`src/rtl/collatz_range_if.sv`:
```
// -----------------------------------------------------------------------------
// collatz_range_if
//   Bus bundle between a host and the collatz_range engine: the range request
//   (go/n/count), status (busy/done) and the valid/ready result stream.
//
//   Modports:
//     master : host side   - drives go, n, count, res_ready
//     slave  : engine side - drives busy, done and all res_* result fields
//
//   Parameters match the engine: WIDTH (value width), STEP_W (step counter
//   width), CNT_W (range count width).
// -----------------------------------------------------------------------------
interface collatz_range_if #(
    parameter int WIDTH  = 32,
    parameter int STEP_W = 16,
    parameter int CNT_W  = 16
);
    logic              go;
    logic [WIDTH-1:0]  n;
    logic [CNT_W-1:0]  count;
    logic              busy;
    logic              done;
    logic              res_valid;
    logic              res_ready;
    logic [WIDTH-1:0]  res_n;
    logic [STEP_W-1:0] res_steps;
    logic              res_ovf;
    logic              res_err;
    logic [WIDTH-1:0]  res_peak;

    modport master (
        output go, n, count, res_ready,
        input  busy, done, res_valid, res_n, res_steps, res_ovf, res_err, res_peak
    );

    modport slave (
        input  go, n, count, res_ready,
        output busy, done, res_valid, res_n, res_steps, res_ovf, res_err, res_peak
    );
endinterface

```
`src/rtl/collatz_range.sv`:
```
// -----------------------------------------------------------------------------
// collatz_range
//   Collatz stopping-time engine over a range of start values. An accepted go
//   captures a base value and a count; the engine then iterates each start
//   value base .. base+count-1 (one Collatz step per clock) and streams one
//   result per value on a valid/ready port, with overflow / error flags and a
//   saturating step count.
//
//   Ports:
//     clk    : rising-edge clock
//     reset  : synchronous, active-high; abandons any range in progress
//     bus    : collatz_range_if.slave
//              go/n/count    - range request (ignored while busy)
//              busy/done     - range in progress / one-cycle completion pulse
//              res_valid/res_ready, res_n, res_steps, res_ovf, res_err,
//              res_peak      - result stream
//
//   Optional feature macro: COLLATZ_PEAK_EN
//     defined   : track the maximum trajectory value and report it on res_peak
//     undefined : no peak register, res_peak reads 0
// -----------------------------------------------------------------------------
module collatz_range #(
    parameter int WIDTH  = 32,
    parameter int STEP_W = 16,
    parameter int CNT_W  = 16
) (
    input  logic           clk,
    input  logic           reset,
    collatz_range_if.slave bus
);
    typedef enum logic [1:0] {
        IDLE = 2'd0,
        ITER = 2'd1,
        EMIT = 2'd2
    } state_t;

    state_t            state_reg;
    logic [WIDTH-1:0]  base_reg;
    logic [WIDTH-1:0]  cur_reg;
    logic [CNT_W-1:0]  remain_reg;
    logic [STEP_W-1:0] steps_reg;
    logic              ovf_reg;
    logic              err_reg;
    logic              busy_reg;
    logic              done_reg;
    logic              valid_reg;

    // 3*cur+1 in two extra bits so that overflow past WIDTH is observable.
    logic [WIDTH+1:0]  triple;
    logic [STEP_W-1:0] steps_inc;
    logic [WIDTH-1:0]  base_inc;

    assign triple    = {1'b0, cur_reg, 1'b0} + {2'b00, cur_reg}
                     + {{(WIDTH+1){1'b0}}, 1'b1};
    // Step counter sticks at all-ones instead of wrapping.
    assign steps_inc = (&steps_reg) ? steps_reg : steps_reg + STEP_W'(1);
    // Next start value wraps modulo 2^WIDTH; a wrapped 0 is flagged as error.
    assign base_inc  = base_reg + WIDTH'(1);

`ifdef COLLATZ_PEAK_EN
    logic [WIDTH-1:0] peak_reg;
`endif

    always_ff @(posedge clk) begin
        if (reset) begin
            state_reg  <= IDLE;
            base_reg   <= '0;
            cur_reg    <= '0;
            remain_reg <= '0;
            steps_reg  <= '0;
            ovf_reg    <= 1'b0;
            err_reg    <= 1'b0;
            busy_reg   <= 1'b0;
            done_reg   <= 1'b0;
            valid_reg  <= 1'b0;
`ifdef COLLATZ_PEAK_EN
            peak_reg   <= '0;
`endif
        end else begin
            done_reg <= 1'b0;
            unique case (state_reg)
                IDLE: begin
                    if (bus.go) begin
                        if (bus.count == '0) begin
                            // Empty range: just acknowledge.
                            done_reg <= 1'b1;
                        end else begin
                            base_reg   <= bus.n;
                            cur_reg    <= bus.n;
                            remain_reg <= bus.count;
                            steps_reg  <= '0;
                            ovf_reg    <= 1'b0;
                            err_reg    <= 1'b0;
                            busy_reg   <= 1'b1;
`ifdef COLLATZ_PEAK_EN
                            peak_reg   <= bus.n;
`endif
                            state_reg  <= ITER;
                        end
                    end
                end

                ITER: begin
                    if (cur_reg == WIDTH'(1)) begin
                        valid_reg <= 1'b1;
                        state_reg <= EMIT;
                    end else if (cur_reg == '0) begin
                        // 0 is a fixed point of the halving step: never reaches 1.
                        err_reg   <= 1'b1;
                        steps_reg <= '0;
                        valid_reg <= 1'b1;
                        state_reg <= EMIT;
                    end else if (!cur_reg[0]) begin
                        cur_reg   <= cur_reg >> 1;
                        steps_reg <= steps_inc;
                    end else if (triple[WIDTH+1:WIDTH] != 2'b00) begin
                        // Abandon; steps keeps the count completed so far.
                        ovf_reg   <= 1'b1;
                        valid_reg <= 1'b1;
                        state_reg <= EMIT;
                    end else begin
                        cur_reg   <= triple[WIDTH-1:0];
                        steps_reg <= steps_inc;
`ifdef COLLATZ_PEAK_EN
                        // Only an odd step can raise the trajectory maximum.
                        if (triple[WIDTH-1:0] > peak_reg) begin
                            peak_reg <= triple[WIDTH-1:0];
                        end
`endif
                    end
                end

                EMIT: begin
                    if (bus.res_ready) begin
                        valid_reg  <= 1'b0;
                        remain_reg <= remain_reg - CNT_W'(1);
                        if (remain_reg == CNT_W'(1)) begin
                            done_reg  <= 1'b1;
                            busy_reg  <= 1'b0;
                            state_reg <= IDLE;
                        end else begin
                            base_reg  <= base_inc;
                            cur_reg   <= base_inc;
                            steps_reg <= '0;
                            ovf_reg   <= 1'b0;
                            err_reg   <= 1'b0;
`ifdef COLLATZ_PEAK_EN
                            peak_reg  <= base_inc;
`endif
                            state_reg <= ITER;
                        end
                    end
                end

                default: begin
                    state_reg <= IDLE;
                end
            endcase
        end
    end

    // Result fields come straight from the working registers, which do not
    // change while EMIT waits for res_ready.
    assign bus.busy      = busy_reg;
    assign bus.done      = done_reg;
    assign bus.res_valid = valid_reg;
    assign bus.res_n     = base_reg;
    assign bus.res_steps = steps_reg;
    assign bus.res_ovf   = ovf_reg;
    assign bus.res_err   = err_reg;
`ifdef COLLATZ_PEAK_EN
    assign bus.res_peak  = peak_reg;
`else
    assign bus.res_peak  = '0;
`endif

endmodule

```
`src/flat_wrapper.sv`:
```
// flat-port wrapper written by rule: the top's interface ports become plain ports
module collatz_range_flat 
#(
    parameter int WIDTH  = 32,
    parameter int STEP_W = 16,
    parameter int CNT_W  = 16
)
  (clk, reset, bus_go, bus_n, bus_count, bus_res_ready, bus_busy, bus_done, bus_res_valid, bus_res_n, bus_res_steps, bus_res_ovf, bus_res_err, bus_res_peak);
  collatz_range_if #(.WIDTH(WIDTH), .STEP_W(STEP_W), .CNT_W(CNT_W)) bus_i ();
  input  logic clk;
  input  logic reset;
  input wire logic [$bits(bus_i.go)-1:0] bus_go;
  input wire logic [$bits(bus_i.n)-1:0] bus_n;
  input wire logic [$bits(bus_i.count)-1:0] bus_count;
  input wire logic [$bits(bus_i.res_ready)-1:0] bus_res_ready;
  output wire logic [$bits(bus_i.busy)-1:0] bus_busy;
  output wire logic [$bits(bus_i.done)-1:0] bus_done;
  output wire logic [$bits(bus_i.res_valid)-1:0] bus_res_valid;
  output wire logic [$bits(bus_i.res_n)-1:0] bus_res_n;
  output wire logic [$bits(bus_i.res_steps)-1:0] bus_res_steps;
  output wire logic [$bits(bus_i.res_ovf)-1:0] bus_res_ovf;
  output wire logic [$bits(bus_i.res_err)-1:0] bus_res_err;
  output wire logic [$bits(bus_i.res_peak)-1:0] bus_res_peak;
  assign bus_i.go = bus_go;
  assign bus_i.n = bus_n;
  assign bus_i.count = bus_count;
  assign bus_i.res_ready = bus_res_ready;
  assign bus_busy = bus_i.busy;
  assign bus_done = bus_i.done;
  assign bus_res_valid = bus_i.res_valid;
  assign bus_res_n = bus_i.res_n;
  assign bus_res_steps = bus_i.res_steps;
  assign bus_res_ovf = bus_i.res_ovf;
  assign bus_res_err = bus_i.res_err;
  assign bus_res_peak = bus_i.res_peak;
  collatz_range #(.WIDTH(WIDTH), .STEP_W(STEP_W), .CNT_W(CNT_W)) u_core (.clk(clk), .reset(reset), .bus(bus_i));
endmodule
```
`config.mk`:
```
export PLATFORM = sky130hd
export DESIGN_NAME = collatz_range_flat
export DESIGN_NICKNAME = d
export VERILOG_FILES = /design/src/rtl/collatz_range_if.sv /design/src/rtl/collatz_range.sv /design/src/flat_wrapper.sv
export SDC_FILE = /design/constraint.sdc
export NUM_CORES = 1
export LEC_CHECK = 0
export ABC_AREA = 1
export BUFFER_PORTS_ARGS = -buffer_cell sky130_fd_sc_hd__buf_4
export CELL_PAD_IN_SITES_DETAIL_PLACEMENT = 1
export CELL_PAD_IN_SITES_GLOBAL_PLACEMENT = 2
export CORE_MARGIN = 4
export CORE_UTILIZATION = 33
export DETAILED_ROUTE_END_ITERATION = 7
export HOLD_SLACK_MARGIN = 0.15
export PLACE_DENSITY = 0.95
export SLEW_MARGIN = 20
export SYNTH_ARGS = -nofsm -noshare
export SYNTH_HDL_FRONTEND = slang
export SYNTH_SLANG_ARGS = --single-unit
```
`constraint.sdc`:
```
create_clock -name clk -period 3.71 [get_ports clk]
set_input_delay 0.371 -clock clk [delete_from_list [all_inputs] [get_ports clk]]
set_output_delay 0.371 -clock clk [all_outputs]
set_load 0.1 [all_outputs]
```
[Word level (Yosys, flattened, before mapping)]
Cells that the tools add are included.
Storage, ports and cells
  input port bits: 52
  bits in registers: 103
Operators by class
  muxes and demuxes: 59
  reduce and logical (&&, ||, !) cells: 18
  equal/unequal tests: 18
  add/subtract/negate cells: 5
Operators with widths (count)
  32-bit 2-to-1 mux: 8
  16-bit 2-to-1 mux: 12
  32-bit one-hot mux with 3 select lines: 1
  32-bit one-hot mux with 2 select lines: 1
  16-bit one-hot mux with 3 select lines: 1
  33-bit by 32-bit adder with 34-bit output: 1
  34-bit by 1-bit adder with 34-bit output (second input constant): 1
  32-bit by 1-bit adder with 32-bit output (second input constant): 1
  32-bit by 1-bit == test with 1-bit output (second input constant): 1
  32-bit zero test: 1
  16-bit one-hot mux with 2 select lines: 1
  1-bit 2-to-1 mux: 22
  7-bit AND reduction: 3
  16-bit by 1-bit adder with 16-bit output (second input constant): 1
  16-bit by 1-bit == test with 1-bit output (second input constant): 1
  16-bit zero test: 1
  16-bit AND reduction: 1
  16-bit by 1-bit subtractor with 16-bit output (second input constant): 1
  5-bit AND reduction: 3
  2-bit 2-to-1 mux: 7
  2-bit != test (second input constant): 6
  9-bit AND reduction: 1
  2-bit by 1-bit != test with 1-bit output (second input constant): 4
  4-bit by 1-bit != test with 1-bit output (second input constant): 2
  12 further kinds: 18

[Longest topological paths before layout]
Gate-level depths: netlist of run 1.
  word-level depth: 8
  gate-level depth with buffers: 22
  mapped depth without buffers: 21

[Least setup slack after synthesis of run 1]
No wires, ideal clock.
  kind: register -> register
  from: reg u_core.base_reg[0] (netlist: u_core.bus.res_n[0])
  to: reg u_core.cur_reg[12]
  required time: 3.595 ns
  stages on the path, launching flop included: 15
  slack: 0.831 ns
  period minus slack after synthesis: 2.879 ns
  data arrival time: 2.765 ns
  path buffers: 0
  cells stage by stage: dfxtp_1 > ha_1 > nand2_1 > nor2_1 > nand2_1 > nor2_1 > nand2_1 > inv_1 > nand2_1 > o211ai_1 > o211ai_1 > inv_1 > o21ai_0 > a21oi_1 > nor2_1
Between the ends
  longest elaborated chain between the ends: 4
RTL lines
  start: declaration: RTL line collatz_range.sv:38  | logic [WIDTH-1:0] base_reg;
  start signal: assignment: RTL line collatz_range.sv:88  | base_reg <= bus.n;
  start signal: assignment: RTL line collatz_range.sv:142  | base_reg <= base_inc;
  32-bit by 1-bit adder with 32-bit output: RTL line collatz_range.sv:58  | assign base_inc = base_reg + WIDTH'(1);
  32-bit 2-to-1 mux: RTL line collatz_range.sv:137  | if (remain_reg == CNT_W'(1)) begin
  32-bit 2-to-1 mux: RTL line collatz_range.sv:134  | if (bus.res_ready) begin
  32-bit one-hot mux with 3 select lines: RTL line collatz_range.sv:81  | unique case (state_reg)
  end signal: assignment: RTL line collatz_range.sv:89  | cur_reg <= bus.n;
  end signal: assignment: RTL line collatz_range.sv:114  | cur_reg <= cur_reg >> 1;
  end signal: assignment: RTL line collatz_range.sv:143  | cur_reg <= base_inc;
  end: declaration: RTL line collatz_range.sv:39  | logic [WIDTH-1:0] cur_reg;
No other way between the ends. The select of a mux whose other input is x is not followed.
A chain may end at the register's enable or synchronous reset.

[Worst setup path in the final report of run 1]
  from: reg u_core.cur_reg[2]
  to: reg u_core.cur_reg[11]
Between the ends
  longest elaborated chain between the ends: 7
RTL lines
  start signal: assignment: RTL line collatz_range.sv:89
  start signal: assignment: RTL line collatz_range.sv:114
  start signal: assignment: RTL line collatz_range.sv:122  | cur_reg <= triple[WIDTH-1:0];
  33-bit by 32-bit adder with 34-bit output: RTL line collatz_range.sv:53  | assign triple = {1'b0, cur_reg, 1'b0} + {2'b00, cur_reg}
  34-bit by 1-bit adder with 34-bit output: RTL line collatz_range.sv:54  | + {{(WIDTH+1){1'b0}}, 1'b1};
  32-bit 2-to-1 mux: RTL line collatz_range.sv:116  | end else if (triple[WIDTH+1:WIDTH] != 2'b00) begin
  32-bit 2-to-1 mux: RTL line collatz_range.sv:113  | end else if (!cur_reg[0]) begin
  32-bit 2-to-1 mux: RTL line collatz_range.sv:107  | end else if (cur_reg == '0) begin
  32-bit 2-to-1 mux: RTL line collatz_range.sv:104  | if (cur_reg == WIDTH'(1)) begin
  32-bit one-hot mux with 3 select lines: RTL line collatz_range.sv:81
Several ways; a longest one is shown, not always the timed one. The select of a mux whose other input is x is not followed.

==> out/metrics.csv, run 1 <==
metric,value,unit
critPathTopFamily,simple AND/OR/NAND/NOR gates,
r2r_slack,640,ps
placed_cells,2039,
slowest_stage,dfxtp_1,
grt_pass1_vias,10720,
p_per_area,979.6,nW/um^2
share_comb_of_total_power,0.701,
ys_seq_elements,103,
r2r-start,u_core.cur_reg[2],
required,3970,ps
fin_tns_setup,0,ps
die-area,31910,sq um
n_antenna_cell,0,
tritoncts,built,
fin_crit,3067,ps
place.gp.congestion,0.9000,
setup.worst_path.end_class,flop,
clkLatencyLatePin,360,ps
design_area,10940,sq um
synth_edf_count,0,
cp_num_cells,18,
worstMarginPinSlew,760.1,ps
vias,10630,
vias_per_cell,5.173,
synth.top_cell.area_share,0.2146,
p_sw,6.433,mW
cp-start-kind,flop,
clock_path_buffers,2,
final_common_cell,nand2_1,
fmax,326.0,MHz
fin_nets,1778,
grt_start_max_net_pins,55,
cts.sinks,103,
synth_cells,1588,
hold_end,u_core.bus.res_n[14],
path_clk_slew,70,ps
finalSetupViolations,0,
placed_area,10620,sq um
track_usage,0.2244,
antenna_found_initial,0,
cap_violations,0,
reg2reg_depth,18,
critPathMostFrequentCell,nand2_1,
rsz0062_at_grt,false,
whs_path_depth,3,
vdd_drop_max,0.4873,mV
report.final.slew_viol_count,0,
syn_to_final_growth,13.84,%
ys_warn_count,0,
initial_core_util,0.3347,
drt_iter0_markers,759,
power_frac_seq,0.200,
htreeDepth,3,
core_area,28700,sq um
power.total,10.71,mW
fp.dieH,178.6,um
overflow,0,
slowest_delay,460,ps
cp_num_buf_inv,2,
dr.pass1.iters,5,
route.met3.wl,1.442,mm
io_pins,137,
io_buffers,104,
rows,62,
drt-met1-wl,17.37,mm
hold_violations,0,
arrival,3320,ps
async_flop_share,0,
final_util,0.3810,
dr_wl_met2,16.74,mm
drc,0,
synth_area,9607,sq um
reg2reg_to,u_core.cur_reg[11],
synth_sequential_area_ratio,0.2146,
finalNonFillerCells,2054,
max-slew-margin-rel,0.4886,
drive_above_1_share,0.1198,
grt_pass1_wl,57.22,mm
cts_setup_buffers,0,
clock-skew-final,5.424,ps
ant_nets,0,
dr.max_layer_used,met4,
synth_top_cell_by_area,dfxtp_1,
avgSynthCellArea,6.050,sq um
power.leakage,5.049,nW
hp-class,in -> reg,
min_period_over_period,0.8267,
cts-root-buf,clkbuf_16,
postCtsHoldBufs,0,
clkPwrFrac,0.100,
hold_path_startpoint,bus_n[14],
path_max_fanout,32,
worst-setup-path-type,reg -> reg,
status,"finished, final reports clean",
dieWidth,178.6,um
synth_cell_types,52,
numCtsBuffers,9,
cts.repair.resized,0,
synth_area_leaders,"dfxtp_1 (21%), nand2_1 (14%), inv_1 (8.1%), ha_1 (7.7%), a21oi_1 (7.0%)",
routedWlPerCell,17.63,um
layout_common_cells,"nand2_1 (362), inv_1 (208), nor2_1 (178), a21oi_1 (135), buf_4 (119)",
cp_cell_sequence,inv_1 > ha_1 > nand2_1 > nor2_1 > nand2_1 > nand2_1 > nand2_1 > nand2_2 > nand2_1 > nand2_2 > a21oi_4 > nand2_4 > nand3_4 > nand2_4 > inv_4 > nand2_1 > nor2_1 > nor2_1,
routed_wl,36.22,mm
p_int,4.281,mW
switching_share,0.6004,
synthFlopType,dfxtp_1,
dpl.hpwl,28.62,mm
==> worst max-delay path by stage <==
| stage | from | end |
|---|---|---|
| finish | u_core.cur_reg[2] | u_core.cur_reg[11] |
| global route | u_core.cur_reg[2] | u_core.cur_reg[11] |
| CTS | u_core.cur_reg[2] | u_core.cur_reg[11] |
| detailed placement | u_core.cur_reg[2] | u_core.cur_reg[11] |
| global placement | u_core.cur_reg[2] | u_core.cur_reg[11] |
| floorplan | u_core.bus.res_n[0] | u_core.cur_reg[12] |
==> worst min-delay path: stages <==
cell and delay (ps):
buf_4 100, a211oi_1 60, nor2_1 70
==> cells in the mapped netlist, types with 2 or more instances <==
library cell,n
clkinv_1,3
nand2_4,7
inv_2,4
o21ai_1,24
o22ai_1,6
o21a_1,3
o21ai_0,81
a31oi_1,16
or2_2,29
buf_4,33
a211oi_1,10
nand2_1,362
clkbuf_1,36
xnor2_1,21
nand3b_1,8
nor3b_1,3
nand3_1,84
a21o_1,4
buf_1,5
buf_6,3
o211ai_1,11
a221oi_1,5
dfxtp_1,103
xor2_1,20
nor2_2,8
inv_1,208
nand4_1,32
buf_2,5
ha_1,59
nor4_1,10
o21bai_1,8
a21oi_1,135
o221ai_1,2
nor3_1,35
nor2_1,178
nand2_2,11
==> final cells by class <==
type	count	area [sq um]
Fill cell	3943	17770
Clock buffer	11	242.7
Clock inverter	4	70.07
Tap cell	384	480.5
Multi-Input combinational cell	1217	6375
Timing Repair Buffer	119	893.4
Sequential cell	103	2062
Inverter	216	813.3
==> power groups by stage <==
stage	sequential [mW]	clock (mW)	combinational [mW]
global route	2.20	1.13	8.23
finish	2.14	1.07	7.51
detailed placement	2.14	0	7.44
CTS	2.12	1.09	7.48
global placement	2.12	0	7.29
floorplan	3.20	0	4.39
==> cell families (layout without fill, tap and decap cells) <==
group                    count (synthesis)  after routing  share of synthesized area
XOR/XNOR                                41             41                    0.03738
AO/OA/AOI/OAI                          311            311                     0.1800
adder cells (fa/ha/maj)                 60             60                    0.07893
AND/OR/NAND/NOR                        773            773                     0.3545
buffers and inverters                  299            350                     0.1341
other                                    1             32                  0.0003904
flip-flops                             103            103                     0.2146
==> stage by stage <==
stage	hold WS [ps]	worst slack [ps]
after floorplan	445.3	831.0
after global placement	438.7	817.4
final	282.6	642.9
after detailed placement	452.2	708.2
after CTS	267.0	704.7
after global routing	312.0	437.7
==> routing by layer <==
layer  up-vias  track usage
met4         0      0.05245
met1      5048       0.3089
met5         -            0
met3        42      0.02162
met2       271       0.3793
li1       5265            -
Note: power is estimated with default switching activity, not from simulation.
==> inputs of run 2 (changes only) <==
--- a/config.mk
+++ b/config.mk
@@ -10,10 +10,10 @@
 export CELL_PAD_IN_SITES_DETAIL_PLACEMENT = 1
 export CELL_PAD_IN_SITES_GLOBAL_PLACEMENT = 2
 export CORE_MARGIN = 4
-export CORE_UTILIZATION = 33
+export CORE_UTILIZATION = 28
 export DETAILED_ROUTE_END_ITERATION = 7
 export HOLD_SLACK_MARGIN = 0.15
-export PLACE_DENSITY = 0.95
+export PLACE_DENSITY = 0.87
 export SLEW_MARGIN = 20
 export SYNTH_ARGS = -nofsm -noshare
 export SYNTH_HDL_FRONTEND = slang
==> constraint.sdc (replaced) <==
create_clock -name clk -period 2.8 [get_ports clk]
set_input_delay 0.28 -clock clk [delete_from_list [all_inputs] [get_ports clk]]
set_output_delay 0.28 -clock clk [all_outputs]
set_load 0.1 [all_outputs]
==> run 2 against run 1 <==
- critical path depth decreased by 6
- fmax increased by 12%
- clock power increased by 33%
- worst setup slack got worse by 570 ps
- die area increased by 17%
- first-iteration DRC count decreased by 14%
- routed wire length increased by 7.6%
- final area increased by 7.4%
- sequential share of layout area decreased by 1.2 points
- via count increased by 2.9%
- combinational power increased by 49%
- register-to-register slack got worse by 570 ps
==> out/metrics.csv, run 2 (synthesis gave the netlist of run 1 again) <==
metric,value,unit,change
seq_area,2071,sq um,+0.42%
syn_to_final_growth,22.26,%,
power.leakage,5.404,nW,+7.0%
vias,10930,,+2.9%
fin_crit,2730,ps,-336.9 ps
fin_tns_setup,0,ps,unchanged
fin_nets,1844,,+3.7%
drc,0,,unchanged
core_area,33700,sq um,+17%
finalNonFillerCells,2184,,+6.3%
dieWidth,193.2,um,+8.2%
path_clk_slew,80,ps,about the same
htreeDepth,3,,unchanged
clkLatencyLatePin,370,ps,about the same
hp-class,in -> reg,,
numCtsBuffers,9,,unchanged
finalSetupViolations,0,,unchanged
drt_iter0_markers,652,,-14%
p_per_area,1305,nW/um^2,+33%
track_usage,0.2005,,-0.02395
cap_violations,0,,unchanged
placed_area,11210,sq um,+5.6%
grt_pass1_vias,10960,,+2.2%
required,3100,ps,-870 ps
max-slew-margin-rel,0.4408,,-0.04777
ant_nets,0,,unchanged
placed_cells,2164,,+6.1%
worst-setup-path-type,reg -> reg,,
fill_cells,4461,,+13%
power.total,15.33,mW,+43%
dpl.hpwl,31.26,mm,+9.3%
clock-skew-final,10.74,ps,+5.315 ps
io_buffers,104,,unchanged
cp-start-kind,flop,,
grt_pass1_wl,61.45,mm,+7.4%
slowest_delay,640,ps,+180 ps
fmax,366.3,MHz,+12%
min_period_over_period,0.9751,,+0.1484
fp.dieH,193.2,um,+8.2%
drive_above_1_share,0.1797,,+0.05996
rsz0062_at_grt,true,,
postCtsHoldBufs,0,,unchanged
antenna_found_initial,0,,unchanged
rows,67,,+8.1%
multi_input_area,6536,sq um,+2.5%
io_pins,137,,unchanged
setup.worst_path.end_class,flop,,
final_util,0.3485,,-0.03252
critPathMostFrequentCell,buf_4,,
design_area,11750,sq um,+7.4%
place.gp.congestion,0.9415,,+4.6%
report.final.slew_viol_count,0,,unchanged
hold_violations,0,,unchanged
vias_per_cell,5.005,,-3.3%
slowest_stage,nor2_1,,
die-area,37340,sq um,+17%
worstMarginPinSlew,835.6,ps,+75.58 ps
cp_cell_sequence,inv_1 > ha_1 > inv_1 > nor2_1 > clkinvlp_4 > buf_4 > buf_4 > buf_4 > o211ai_1 > o21bai_1 > a21oi_1 > nor2_1,,
path_max_fanout,11,,-66%
status,"finished, final reports clean",,
overflow,0,,unchanged
cts-root-buf,clkbuf_16,,
cts.sinks,103,,unchanged
routed_wl,38.97,mm,+7.6%
tritoncts,built,,
n_antenna_cell,0,,unchanged
layout_common_cells,"nand2_1 (356), inv_1 (207), buf_4 (180), nor2_1 (168), a21oi_1 (126)",,
final_common_cell,nand2_1,,
clock_path_buffers,2,,unchanged
vdd_drop_max,0.6312,mV,+30%
routedWlPerCell,17.84,um,+1.2%
arrival,3030,ps,-290 ps
grt_start_max_net_pins,56,,+1.8%
dr.pass1.iters,4,,-1
initial_core_util,0.2851,,-0.04963
-- run 2: power by group --
part | switching [mW] | internal, mW | total, mW
Combinational | 7.71 | 3.53 | 11.2
Clock | 0.618 | 0.803 | 1.42
Sequential | 0.623 | 2.05 | 2.67
Total | 8.95 | 6.38 | 15.3
-- run 2: final timing paths --
kind | endpoint | depth (start not counted) | slack [ps] | from
hold / removal | u_core.bus.res_n[0] | 3 | 190 | bus_n[0]
hold reg to reg | u_core.bus.res_ovf | 2 | 470 | u_core.bus.res_ovf
setup / recovery | u_core.cur_reg[10] | 12 | 70 | u_core.state_reg[1]
setup reg to reg | u_core.cur_reg[10] | 12 | 70 | u_core.state_reg[1]
-- run 2: cell type report --
type,instances,area share
clock buffers,11,0.02067
clock inverters,4,0.005966
inverters,216,0.06999
multi-input cells,1217,0.5565
flip-flops and latches,103,0.1763
well taps,448,0.04773
repair buffers,185,0.1228
-- run 2: worst max-delay path, delay by kind of cell (launching register included) --
| family | cells | cell delay [ps] |
|---|---|---|
| AOI/OAI and AO/OA | 3 | 460 |
| adders and majority gates | 1 | 200 |
| buffers and inverters | 6 | 920 |
| DFF | 1 | 340 |
| and+or+nand+nor | 2 | 730 |
-- run 2: per-layer routing --
| metal | wire length, um | up-vias | track usage |
|---|---|---|---|
| met5 | 0 | - | 0 |
| met4 | 869 | 0 | 0.05376 |
| met3 | 1450 | 41 | 0.02140 |
| met2 | 17930 | 197 | 0.3285 |
| met1 | 18720 | 5297 | 0.2815 |
| li1 | - | 5396 | - |
-- run 2: repair_timing --
action | in CTS | in global routing
resized for setup | 1 | 53
buffers inserted | 0 | 5
pin swaps | 0 | 5
setup endpoints to repair | 3 | 50
-- run 2: through the flow --
step	hold WS (ps)	worst slack, ps
after CTS	178.5	33.71
final	192.0	69.83
after global routing	194.5	-32.08
after floorplan	431.7	124.2
after detailed placement	460.8	-1.970
after global placement	452.9	22.86
==> inputs of run 3 (changes only) <==
--- a/config.mk
+++ b/config.mk
@@ -11,6 +11,7 @@
 export CELL_PAD_IN_SITES_GLOBAL_PLACEMENT = 2
 export CORE_MARGIN = 4
 export CORE_UTILIZATION = 28
+export CTS_BUF_LIST = sky130_fd_sc_hd__clkbuf_4 sky130_fd_sc_hd__clkbuf_8 sky130_fd_sc_hd__clkbuf_16
 export DETAILED_ROUTE_END_ITERATION = 7
 export HOLD_SLACK_MARGIN = 0.15
 export PLACE_DENSITY = 0.87
==> constraint.sdc (replaced) <==
create_clock -name clk -period 2.5 [get_ports clk]
set_input_delay 0.25 -clock clk [delete_from_list [all_inputs] [get_ports clk]]
set_output_delay 0.25 -clock clk [all_outputs]
set_load 0.1 [all_outputs]
==> run 3 against run 2 <==
- the run now ends with negative setup slack left
- power increased by 26%
- core utilization increased by 3.6 points
- clock skew increased by 1.1 ps
- register-to-register slack got worse by 150 ps
- non-clock buffer count increased by 62
- clock power increased by 9%
==> out/metrics.csv, run 3 (synthesis gave the netlist of run 1 again) <==
metric,value,unit,change
rows,67,,unchanged
worst-setup-path-type,reg -> reg,,
tritoncts,built,,
syn_to_final_growth,35.02,%,
track_usage,0.2016,,+0.001122
arrival,2830,ps,-200 ps
status,"finished, violations left",,
report.final.slew_viol_count,0,,unchanged
grt_pass1_wl,61.94,mm,+0.80%
routedWlPerCell,18.37,um,+2.9%
cp_num_buf_inv,3,,-3
path_max_fanout,9,,-2
antenna_found_initial,0,,unchanged
postCtsHoldBufs,0,,unchanged
max-slew-margin-rel,0.5740,,+0.1332
min_period_over_period,1.031,,+0.05558
cp_num_cells,14,,+2
overflow,0,,unchanged
htreeDepth,3,,unchanged
drt_iter0_markers,733,,+12%
fmax,388.1,MHz,+6.0%
hp-class,in -> reg,,
grt_start_max_net_pins,55,,-1.8%
die-area,37340,sq um,unchanged
placed_cells,2209,,+2.1%
core_area,33700,sq um,unchanged
vias_per_cell,5.056,,+1.0%
worstMarginPinSlew,639.0,ps,-196.7 ps
dr.pass1.iters,4,,unchanged
drc,0,,unchanged
n_antenna_cell,0,,unchanged
required,2760,ps,-340 ps
numCtsBuffers,9,,unchanged
cts.sinks,103,,unchanged
final_common_cell,nand2_1,,
slowest_stage,dfxtp_4,,
cp-endpoint,u_core.cur_reg[14],,
initial_core_util,0.2851,,unchanged
cap_violations,0,,unchanged
io_pins,137,,unchanged
finalNonFillerCells,2248,,+2.9%
clock-skew-final,11.82,ps,+1.080 ps
placed_area,11540,sq um,+2.9%
r2r-start,u_core.cur_reg[22],,
crit_start,u_core.cur_reg[22],,
ant_nets,0,,unchanged
worst_slack,-76.60,ps,-146.4 ps
layout_common_cells,"nand2_1 (324), buf_4 (232), inv_1 (196), nor2_1 (159), a21oi_1 (119)",,
fin_crit,2577,ps,-153.6 ps
fin_tns_setup,-229.8,ps,-229.8 ps
clkLatencyLatePin,370,ps,about the same
grt_pass1_vias,11300,,+3.1%
power.total,19.38,mW,+26%
dieWidth,193.2,um,unchanged
cts-root-buf,clkbuf_16,,
finalSetupViolations,5,,+5
io_buffers,104,,unchanged
slowest_delay,380,ps,-260 ps
setup.worst_path.end_class,flop,,
violations,negative setup slack,,
cp-start-kind,flop,,
rsz0062_at_grt,true,,
critPathTopFamily,compound AO/OA/AOI/OAI gates,,
vias,11370,,+4.0%
r2r_slack,-80,ps,-150 ps
design_area,12970,sq um,+10%
p_per_area,1494,nW/um^2,+14%
clock_path_buffers,2,,unchanged
vdd_drop_max,0.8079,mV,+28%
reg2reg_to,u_core.cur_reg[14],,
power.leakage,5.836,nW,+8.0%
reg2reg_depth,14,,+2
hold_violations,0,,unchanged
place.gp.congestion,0.8860,,-5.9%
fin_nets,1907,,+3.4%
fp.dieH,193.2,um,unchanged
routed_wl,41.29,mm,+6.0%
dpl.hpwl,31.27,mm,about the same
path_clk_slew,80,ps,about the same
cp_cell_sequence,inv_1 > ha_4 > nand2_1 > nor2_2 > a21boi_4 > nor2_4 > o21ai_2 > a21oi_4 > nand3_2 > buf_6 > buf_4 > o21ai_1 > a21oi_1 > nor2_1,,
drive_above_1_share,0.2778,,+0.09805
-- run 3: cell count changes in the layout (fill, tap and decap cells not counted), sizes merged --
| cell | previous run | this run |
|---|---|---|
| buf | 185 | 245 |
| bufinv | 2 | 1 |
| clkbuf | 11 | 12 |
| clkinv | 5 | 6 |
| clkinvlp | 1 | 2 |
| inv | 212 | 213 |
| nand2 | 380 | 381 |
-- run 3: layout make-up --
type,instances,area (sq um)
clock inverters,6,71.32
flip-flops and latches,103,2145
clock buffers,10,232.7
fillers,4382,20730
well taps,448,560.5
multi-input cells,1218,7162
repair buffers,247,1977
inverters,216,823.3
-- run 3: layer usage --
metal  part of all wire  track usage
met5                  0            0
met4              0.032      0.06609
met3              0.038      0.01948
met2               0.48       0.3404
met1               0.45       0.2712
-- run 3: worst register-to-register path: stages, from the launching register on --
cell      delay [ps]
dfxtp_4          380
inv_1             80
ha_4             320
nand2_1          120
nor2_2           190
a21boi_4         230
nor2_4            60
o21ai_2          160
a21oi_4           70
nand3_2          100
buf_6            130
buf_4            180
o21ai_1          110
a21oi_1          260
nor2_1            90
-- run 3: what timing repair did --
item | 4_1_cts | 5_1_grt
gates cloned | 0 | 3
pin swaps | 4 | 48
hold endpoints to repair | 0 | 0
endpoints found under the setup margin | 66 | 76
gates resized for setup | 53 | 182
setup buffers | 7 | 14
-- run 3: where the power goes --
group / switching [mW] / internal, mW
registers: 0.758 / 2.39
logic: 9.44 / 5.25
clock network: 0.750 / 0.796
total: 10.9 / 8.43
-- run 3: worst min path at each step --
stage / to / cells past startpoint / slack, ps / from
2_1_floorplan: u_core.bus.res_n[14] / 2 / 400 / bus_n[14]
3_3_place_gp: u_core.bus.res_err / 2 / 440 / u_core.bus.res_err
3_5_place_dp: u_core.bus.res_err / 2 / 450 / u_core.bus.res_err
4_1_cts: u_core.remain_reg[6] / 3 / 150 / bus_count[6]
5_1_grt: u_core.remain_reg[6] / 3 / 170 / bus_count[6]
6_report: u_core.remain_reg[6] / 3 / 160 / bus_count[6]
-- run 3: per-stage QoR --
stage | hold WS, ps | util | worst slack [ps]
floorplan | 401.7 | - | -88.19
global placement | 441.9 | 0.3426 | -380.5
detailed placement | 448.5 | 0.3426 | -409.9
CTS | 151.6 | 0.3601 | -4.025
global route | 168.6 | 0.3849 | -197.0
finish | 159.8 | 0.3849 | -76.60
